$ cat src/rtl/incr_pipe_stage.sv
// Multi-channel registered add-step stage with skid buffer.
// Wrap/saturate arithmetic and per-channel overflow counters.
module incr_pipe_stage #(
  parameter int P_WIDTH     = 8,
  parameter int P_CHANNELS  = 4,
  parameter int P_SATURATE  = 0,
  parameter int P_OVF_CNT_W = 8,
  parameter int P_DELAY     = 1,
  localparam int CW = (P_CHANNELS > 1) ? $clog2(P_CHANNELS) : 1
) (
  input  logic                              CLK_I,
  input  logic                              RST_X,
  input  logic                              VALID_I,
  output logic                              READY_O,
  input  logic [P_WIDTH-1:0]                DATA_I,
  input  logic [P_WIDTH-1:0]                STEP_I,
  input  logic [CW-1:0]                     CHAN_I,
  output logic                              VALID_O,
  input  logic                              READY_I,
  output logic [P_WIDTH-1:0]                DATA_O,
  output logic [CW-1:0]                     CHAN_O,
  output logic                              OVF_O,
  input  logic                              CLR_I,
  output logic [P_CHANNELS*P_OVF_CNT_W-1:0] OVF_CNT_O
);

  typedef struct packed {
    logic [P_WIDTH-1:0] data;
    logic [CW-1:0]      chan;
    logic               ovf;
  } word_t;

  typedef enum logic {
    S_EMPTY,
    S_FULL
  } skid_st_e;

  localparam logic [P_OVF_CNT_W-1:0] CNT_MAX = '1;
  localparam logic [P_OVF_CNT_W-1:0] CNT_ONE =
    P_OVF_CNT_W'(1);

  // Registers update on the clock edge itself; the
  // delay parameter is kept only for drop-in compatibility.
  logic unused_delay;
  assign unused_delay = (P_DELAY != 0);

  skid_st_e state_q, state_d;
  word_t    out_q, out_d;
  word_t    skid_q, skid_d;
  logic     out_vld_q, out_vld_d;
  logic     rdy_q, rdy_d;

  logic [P_OVF_CNT_W-1:0] cnt_q [P_CHANNELS];
  logic [P_OVF_CNT_W-1:0] cnt_d [P_CHANNELS];

  logic [P_WIDTH:0] sum;
  word_t            in_w;
  logic             acc;
  logic             cons;

  assign acc  = VALID_I & rdy_q;
  assign cons = out_vld_q & READY_I;

  // Form the result word at acceptance time.
  always_comb begin
    sum = {1'b0, DATA_I} + {1'b0, STEP_I};
    in_w.ovf  = sum[P_WIDTH];
    in_w.chan = CHAN_I;
    in_w.data = sum[P_WIDTH-1:0];
    if ((P_SATURATE != 0) && sum[P_WIDTH]) begin
      in_w.data = '1;
    end
  end

  // Output register plus one-entry skid; ready follows skid space.
  always_comb begin
    state_d   = state_q;
    out_d     = out_q;
    out_vld_d = out_vld_q;
    skid_d    = skid_q;
    unique case (state_q)
      S_EMPTY: begin
        if (acc) begin
          if (!out_vld_q || READY_I) begin
            out_d     = in_w;
            out_vld_d = 1'b1;
          end else begin
            skid_d  = in_w;
            state_d = S_FULL;
          end
        end else if (cons) begin
          out_vld_d = 1'b0;
        end
      end
      S_FULL: begin
        if (cons) begin
          out_d   = skid_q;
          state_d = S_EMPTY;
        end
      end
      default: begin
        state_d = S_EMPTY;
      end
    endcase
    rdy_d = (state_d == S_EMPTY);
  end

  // Saturating per-channel overflow counters; clear wins.
  always_comb begin
    for (int k = 0; k < P_CHANNELS; k++) begin
      cnt_d[k] = cnt_q[k];
      if (CLR_I) begin
        cnt_d[k] = '0;
      end else if (acc && in_w.ovf &&
                   (CHAN_I == CW'(k)) &&
                   (cnt_q[k] != CNT_MAX)) begin
        cnt_d[k] = cnt_q[k] + CNT_ONE;
      end
    end
  end

  // Pipeline and skid state.
  always_ff @(posedge CLK_I or negedge RST_X) begin
    if (!RST_X) begin
      state_q   <= S_EMPTY;
      out_q     <= '0;
      skid_q    <= '0;
      out_vld_q <= 1'b0;
      rdy_q     <= 1'b0;
    end else begin
      state_q   <= state_d;
      out_q     <= out_d;
      skid_q    <= skid_d;
      out_vld_q <= out_vld_d;
      rdy_q     <= rdy_d;
    end
  end

  // Counter state.
  always_ff @(posedge CLK_I or negedge RST_X) begin
    if (!RST_X) begin
      for (int k = 0; k < P_CHANNELS; k++) begin
        cnt_q[k] <= '0;
      end
    end else begin
      for (int k = 0; k < P_CHANNELS; k++) begin
        cnt_q[k] <= cnt_d[k];
      end
    end
  end

  assign READY_O = rdy_q;
  assign VALID_O = out_vld_q;
  assign DATA_O  = out_q.data;
  assign CHAN_O  = out_q.chan;
  assign OVF_O   = out_q.ovf;

  for (genvar g = 0; g < P_CHANNELS; g++) begin : g_cnt
    assign OVF_CNT_O[g*P_OVF_CNT_W +: P_OVF_CNT_W] = cnt_q[g];
  end

endmodule
$ cat config.mk
export PLATFORM = sky130hd
export DESIGN_NAME = incr_pipe_stage
export DESIGN_NICKNAME = d
export VERILOG_FILES = /design/src/rtl/incr_pipe_stage.sv
export SDC_FILE = /design/constraint.sdc
export NUM_CORES = 1
export LEC_CHECK = 0
export CORE_ASPECT_RATIO = 0.7
export CORE_UTILIZATION = 51
export DETAILED_ROUTE_END_ITERATION = 7
export GPL_TIMING_DRIVEN = 0
export HOLD_SLACK_MARGIN = 0.08
export PLACE_DENSITY = 0.8
export SYNTH_ARGS = -nofsm -noshare
export SYNTH_HDL_FRONTEND = slang
export SYNTH_SLANG_ARGS = --single-unit
$ cat constraint.sdc
create_clock -name CLK_I -period 2.2 [get_ports CLK_I]
set_clock_uncertainty 0.1 [all_clocks]
set_input_delay 0.55 -clock CLK_I [delete_from_list [all_inputs] [get_ports CLK_I]]
set_output_delay 0.55 -clock CLK_I [all_outputs]
set_load 0.1 [all_outputs]
==> results of run 1 <==
-- path summary, 6_finish.rpt --
check	endpoint	depth (start not counted)	start
setup / recovery	OVF_CNT_O[0]$_DFFE_PN0P_	9	STEP_I[0]
hold / removal	CHAN_O[1]$_DFFE_PN0P_	2	CHAN_O[1]$_DFFE_PN0P_
setup reg to reg	OVF_CNT_O[13]$_DFFE_PN0P_	6	OVF_CNT_O[8]$_DFFE_PN0P_
hold reg to reg	CHAN_O[1]$_DFFE_PN0P_	2	CHAN_O[1]$_DFFE_PN0P_
max in group asynchronous	OVF_CNT_O[12]$_DFFE_PN0P_	3	RST_X
min in group asynchronous	DATA_O[1]$_DFFE_PN0P_	2	RST_X
-- worst max-delay path, cell delays in order --
cell and delay [ns]:
buf_6 0.10, ha_4 0.15, fa_2 0.37, a211oi_4 0.35
nor3_4 0.10, o22ai_4 0.19, buf_6 0.21, nor3_4 0.06
mux2_4 0.32
-- sequential cells by signal, summed over array words and instances, names as in the netlist --
name / count
VALID_O: 1
state_q: 1
READY_O: 1
OVF_O: 1
CHAN_O: 2
skid_q: 11
OVF_CNT_O: 32
DATA_O: 8
-- where the power goes --
group	switching, µW	internal (µW)	total, µW
clock network	409	668	1080
registers	144	1280	1420
logic	1530	558	2090
total	2080	2500	4590
-- what timing repair did --
item,CTS,global route
endpoints found under the setup margin,92,51
gates cloned,1,1
pin swaps,14,18
gates resized for setup,171,52
hold buffers,1,0
hold endpoints to repair,18,0
setup buffers,11,3
-- synth_stat cells, drive strengths merged (3+ instances only) --
library cell / count / area share (%)
a21o: 5 / 1.1
a21oi: 21 / 3.2
and3: 11 / 2.3
buf: 3 / 0.65
clkbuf: 14 / 1.6
dfrtp: 57 / 44
ha: 12 / 4.6
inv: 7 / 0.80
mux2: 16 / 5.5
mux2i: 8 / 2.5
nand2: 33 / 3.8
nand3: 14 / 2.1
nand4: 7 / 1.3
nand4b: 5 / 1.5
nor2: 19 / 2.2
nor2b: 11 / 2.1
nor3: 8 / 1.4
nor4: 4 / 0.77
o211ai: 3 / 0.69
o21a: 4 / 0.92
o21ai: 27 / 4.1
or3: 11 / 2.1
or4: 7 / 1.6
xnor2: 3 / 0.80
xor2: 3 / 0.80
-- per-layer routing --
layer	wire length (µm)	share of wire (%)
met5	0	0
met2	4750	46
met4	277	2.7
met3	865	8.4
met1	4380	43
-- area by class of cell --
class / count / area, µm² / area share (%)
buffer: 17 / 98.8 / 2.05
multi-input combinational: 261 / 2090 / 43.4
clock inverter: 3 / 65.1 / 1.35
clock buffer: 13 / 149 / 3.09
sequential: 57 / 1460 / 30.3
tap: 75 / 93.8 / 1.95
timing repair buffer: 84 / 835 / 17.3
inverter: 7 / 26.3 / 0.545
-- cell families after synthesis --
group	synth area share (%)
compound gates	14.8
xor+xnor	1.61
fa+ha+maj	5.21
buf+inv	3.10
flops	43.7
mux	7.97
simple gates	23.7
-- per-stage QoR --
step	power [µW]	TNS [ns]	cell area (µm²)
floorplan	2850	-1.28	3460
global placement	3330	-111.07	4210
detailed placement	3370	-31.85	4230
CTS	4450	-0.00550	4690
global route	4740	-1.95	4820
finish	4590	-0.540	4820
==> flow_summary_export.csv, run 1 <==
group,metric,value,unit
detailed_routing,drt-pass1-iter-count,7,
global_route,grt_start_max_net_pins,40,
worst_setup_path,setup.worst_path.class,"in -> reg",
logic_synthesis,syn_area,0.00327,mm²
logic_synthesis,synth-main-ff-cell,"dfrtp_1",
floorplanning,initial_core_util,54.8,%
sta,setup_viol,21,
run,cap_violations,0,
global_route,met3_usage,7.26,%
logic_synthesis,syn_nets,378,
final_layout,nFillCells,340,
clock_network,cts.reportedPaths.clkPinSlew,0.07,ns
global_route,gr-usage-met1,39.3,%
worst_setup_path,cp_data_arrival_time,2.40,ns
final_layout,drive_gt1_share,39.6,%
clock_network,numClockSinks,57,
clock_network,htreeDepth,3,
final_layout,finalNetCount,473,
clock_network,root_buffer,"clkbuf_8",
floorplanning,die_x,97.7,µm
placed_design,dp_cells,484,
global_route,antenna_found_initial,0,
detailed_routing,wl,10300,µm
min_path,hold_class,"reg -> reg",
floorplanning,fp.coreArea,0.00596,mm²
final_layout,layout_commonest_cell,"clkdlybuf4s15_2",
worst_setup_path,critPathMaxFanout,6,
sta,tightest_slew,0.954,ns
sta,hold_viol,0,
logic_synthesis,async_reset_ff_share,100,%
worst_setup_path,cp-start-kind,"input port",
clock_network,cts_tree,"built",
sta,fin_crit_sh,103,%
sta,relSlewSlack,36.7,%
global_route,grt_pass1_vias,3113,
clock_network,cts.path.max_buffers,2,
worst_setup_path,cp-end-kind,"flop",
run_status,outcome,"finished, violations left",
sta,min_period,2.27,ns
placed_design,dpl.hpwl,6410,µm
sta,whs,0.377,ns
logic_synthesis,ys_warn_count,0,
detailed_routing,ant_nets,0,
floorplanning,die_area,0.00673,mm²
power,peakVddDrop,1100,µV
global_route,met2_usage,49.7,%
detailed_routing,drcViolationCount,10,
logic_synthesis,postSynthCellCount,342,
sta,rsz0062_at_grt,"yes",
clock_network,worst_skew_pair.late_latency,0.34,ns
detailed_routing,via_per_inst,6.38,
logic_synthesis,synth-edff-count,0,
placed_design,gp_congestion,0.841,
run_status,violations,"DRC, setup timing",
final_layout,antenna_cells,0,
logic_synthesis,ys_ff_latch,57,
logic_synthesis,yosysUniqueCellTypes,53,
detailed_routing,via_count,3298,
global_route,grt_pass1_wl,15400,µm
global_route,grt_overflow_total,0,
final_layout,layout.cells.non_filler,517,
final_layout,final_core_util,81.0,%
power,p_leak,0.00195,µW
final_layout,layout_common_cells,"35 x clkdlybuf4s15_2, 33 x dfrtp_1, 30 x nand2_1",
power,cellPowerDensity,951,mW/mm²
global_route,top_usage_layer,"met2",
global_route,grtUsageTotal,30.5,%
detailed_routing,drt_iter0_drc,333,
logic_synthesis,ys_seq_area_share,43.7,%
floorplanning,row_count,23,
detailed_routing,avgRoutedWirePerCell,19.9,µm
floorplanning,pin_count,68,
final_layout,syn2layout_area_growth,47.6,%
worst_setup_path,reg2reg_slack,0.01,ns
clock_network,cts_made_buffers,9,
sta,fin_ws,-0.0708,ns
logic_synthesis,syn-mean-instance-area,9.55,µm²
placed_design,io_buffers,66,
placed_design,pre_cts_ws,-0.785,ns
worst_setup_path,critPathRequiredTime,2.33,ns
sta,fmax,440,MHz
sta,drv_slew,0,
floorplanning,dieHeight,69.0,µm
Power figures use the tool's default switching activity.
==> run 2, diff against run 1 <==
Settings changed: GPL_TIMING_DRIVEN 0 to not set.
==> run 2 against run 1 <==
The flow still finishes with violations (DRC, setup timing). Critical path depth up 1. Combinational power up 16%. First-iteration DRC count up 64%. Die area unchanged. Sequential power up 6%. Flip-flop and latch count unchanged. Critical path type unchanged. Largest power group unchanged.
==> flow_summary_export.csv, run 2 (synthesis results as in run 1) <==
group,metric,value,unit
run_status,outcome,"finished, violations left",
run_status,violations,"DRC, setup timing",
sta,fmax,427,MHz
final_layout,fin_area,0.00540,mm²
placed_design,dp_cells,517,
floorplanning,fp.coreArea,0.00596,mm²
sta,fin_crit_sh,106,%
clock_network,cts.reportedPaths.clkPinSlew,0.07,ns
clock_network,htreeDepth,3,
detailed_routing,ant_nets,0,
placed_design,gp_congestion,0.890,
floorplanning,die_area,0.00673,mm²
placed_design,io_buffers,67,
power,p_leak,0.00233,µW
detailed_routing,avgRoutedWirePerCell,26.8,µm
floorplanning,initial_core_util,54.8,%
floorplanning,pin_count,68,
worst_setup_path,worst_path_dominant_cell_family,"compound AO/OA/AOI/OAI gates",
final_layout,drive_gt1_share,49.3,%
floorplanning,dieHeight,69.0,µm
final_layout,finalNetCount,504,
run,cap_violations,0,
global_route,grt_overflow_total,0,
final_layout,nFillCells,217,
global_route,antenna_found_initial,0,
clock_network,worst_skew_pair.late_latency,0.37,ns
power,totalPowerFinal,5000,µW
placed_design,placed_cell_area,0.00481,mm²
global_route,grt_start_max_net_pins,38,
min_path,hold_class,"reg -> reg",
clock_network,cts.path.max_buffers,2,
detailed_routing,drcViolationCount,21,
sta,relSlewSlack,54.4,%
detailed_routing,drt_iter0_drc,545,
final_layout,largest_register_ffs,32,
clock_network,root_buffer,"clkbuf_8",
final_layout,layout.cells.non_filler,548,
worst_setup_path,cp_slowest_cell,"fa_2",
sta,min_period,2.34,ns
final_layout,layout_common_cells,"64 x buf_4, 33 x dfrtp_1, 33 x buf_12",
clock_network,numClockSinks,57,
sta,tightest_slew,0.683,ns
sta,finalSetupTns,-2.33,ns
final_layout,layout_commonest_cell,"buf_4",
power,peakVddDrop,1250,µV
detailed_routing,wl,14700,µm
placed_design,dpl.hpwl,6760,µm
sta,rsz0062_at_grt,"yes",
worst_setup_path,crit_top_cell,"buf_6",
worst_setup_path,cp_data_arrival_time,2.48,ns
sta,drv_slew,0,
sta,setup_viol,34,
worst_setup_path,path_buf_inv,3,
clock_network,cts_made_buffers,9,
final_layout,syn2layout_area_growth,65.4,%
worst_setup_path,critPathRequiredTime,2.34,ns
detailed_routing,via_per_inst,7.21,
detailed_routing,drt-pass1-iter-count,8,
worst_setup_path,setup.worst_path.class,"in -> reg",
sta,hold_viol,0,
floorplanning,die_x,97.7,µm
final_layout,antenna_cells,0,
sta,fin_ws,-0.141,ns
worst_setup_path,cp-end-kind,"flop",
worst_setup_path,critPathMaxStageDelay,0.40,ns
worst_setup_path,critPathMaxFanout,5,
power,cellPowerDensity,925,mW/mm²
global_route,grtUsageTotal,37.0,%
global_route,grt_pass1_wl,18500,µm
global_route,grt_pass1_vias,3571,
floorplanning,row_count,23,
worst_setup_path,crit_chain,"buf_6 > ha_4 > fa_2 > a211oi_4 > nor3_4 > o22ai_4 > buf_4 > buf_6 > nor3_2 > mux2_2",
detailed_routing,via_count,3950,
clock_network,cts_tree,"built",
worst_setup_path,cp-start-kind,"input port",
placed_design,pre_cts_ws,-0.760,ns
run 2: cell types whose count changed in the layout (fill, tap and decap cells not counted), moves of 4 or more:
cell             previous run  this run
buf_4                      14        64
buf_12                      1        33
clkdlybuf4s15_2            35         2
clkdlybuf4s15_1            12         3
clkbuf_2                    9         4
o21ai_0                    19        14
clkbuf_1                   12         2
buf_6                       6        12
o21ai_1                     2         6
run 2: through the flow:
step,utilization [%],hold slack [ns]
2_1_floorplan,-,0.154
3_3_place_gp,80.8,0.360
3_5_place_dp,80.8,0.375
4_1_cts,88.4,0.400
5_1_grt,90.7,0.433
6_report,90.7,0.395
run 2: power breakdown:
group	leakage, µW	internal, µW	switching, µW
registers	0.000715	1280	230
clock network	0.000103	583	480
logic	0.00151	787	1640
total	0.00233	2650	2350
run 2: layer usage:
layer  up-vias  wire length [µm]  track usage (%)
met1      1805              4980             42.1
met2       447              6530             63.9
met4         0              1330             19.5
li1       1511                 -                -
met5         -                 0                0
met3       187              1860             12.5
run 2: what timing repair did:
action                     in CTS  in global routing
hold endpoints to repair       15                  0
cloned                          2                  2
hold buffers                    1                  0
gates resized for setup        72                 55
setup endpoints to repair      42                 40
buffers inserted                7                  8
pin swaps                      19                 33
run 2: worst paths after layout:
check,slack [ns],endpoint,cells after the start,startpoint
setup / recovery,-0.14,OVF_CNT_O[31]$_DFFE_PN0P_,10,DATA_I[0]
hold / removal,0.39,DATA_O[1]$_DFFE_PN0P_,2,DATA_O[1]$_DFFE_PN0P_
setup reg to reg,-0.04,OVF_CNT_O[0]$_DFFE_PN0P_,5,OVF_CNT_O[0]$_DFFE_PN0P_
hold reg to reg,0.39,DATA_O[1]$_DFFE_PN0P_,2,DATA_O[1]$_DFFE_PN0P_
max in group asynchronous,0.80,OVF_CNT_O[6]$_DFFE_PN0P_,3,RST_X
min in group asynchronous,0.59,skid_q[5]$_DFFE_PN0P_,2,RST_X
run 2: cell type report:
| cell class | count | area [µm²] | share of cell area (%) |
|---|---|---|---|
| inverters | 7 | 26.3 | 0.486 |
| clock inverters | 3 | 40.0 | 0.741 |
| clock buffers | 13 | 159 | 2.94 |
| flip-flops and latches | 57 | 1460 | 27.0 |
| well taps | 75 | 93.8 | 1.74 |
| repair buffers | 132 | 1470 | 27.2 |
| multi-input cells | 261 | 2150 | 39.8 |
run 2: worst register-to-register path, cell delays in order (launching register included):
cell     delay [ns]
dfrtp_2        0.45
ha_1           0.23
nand3_1        0.26
nor2_2         0.64
nor3_4         0.11
mux2_4         0.33
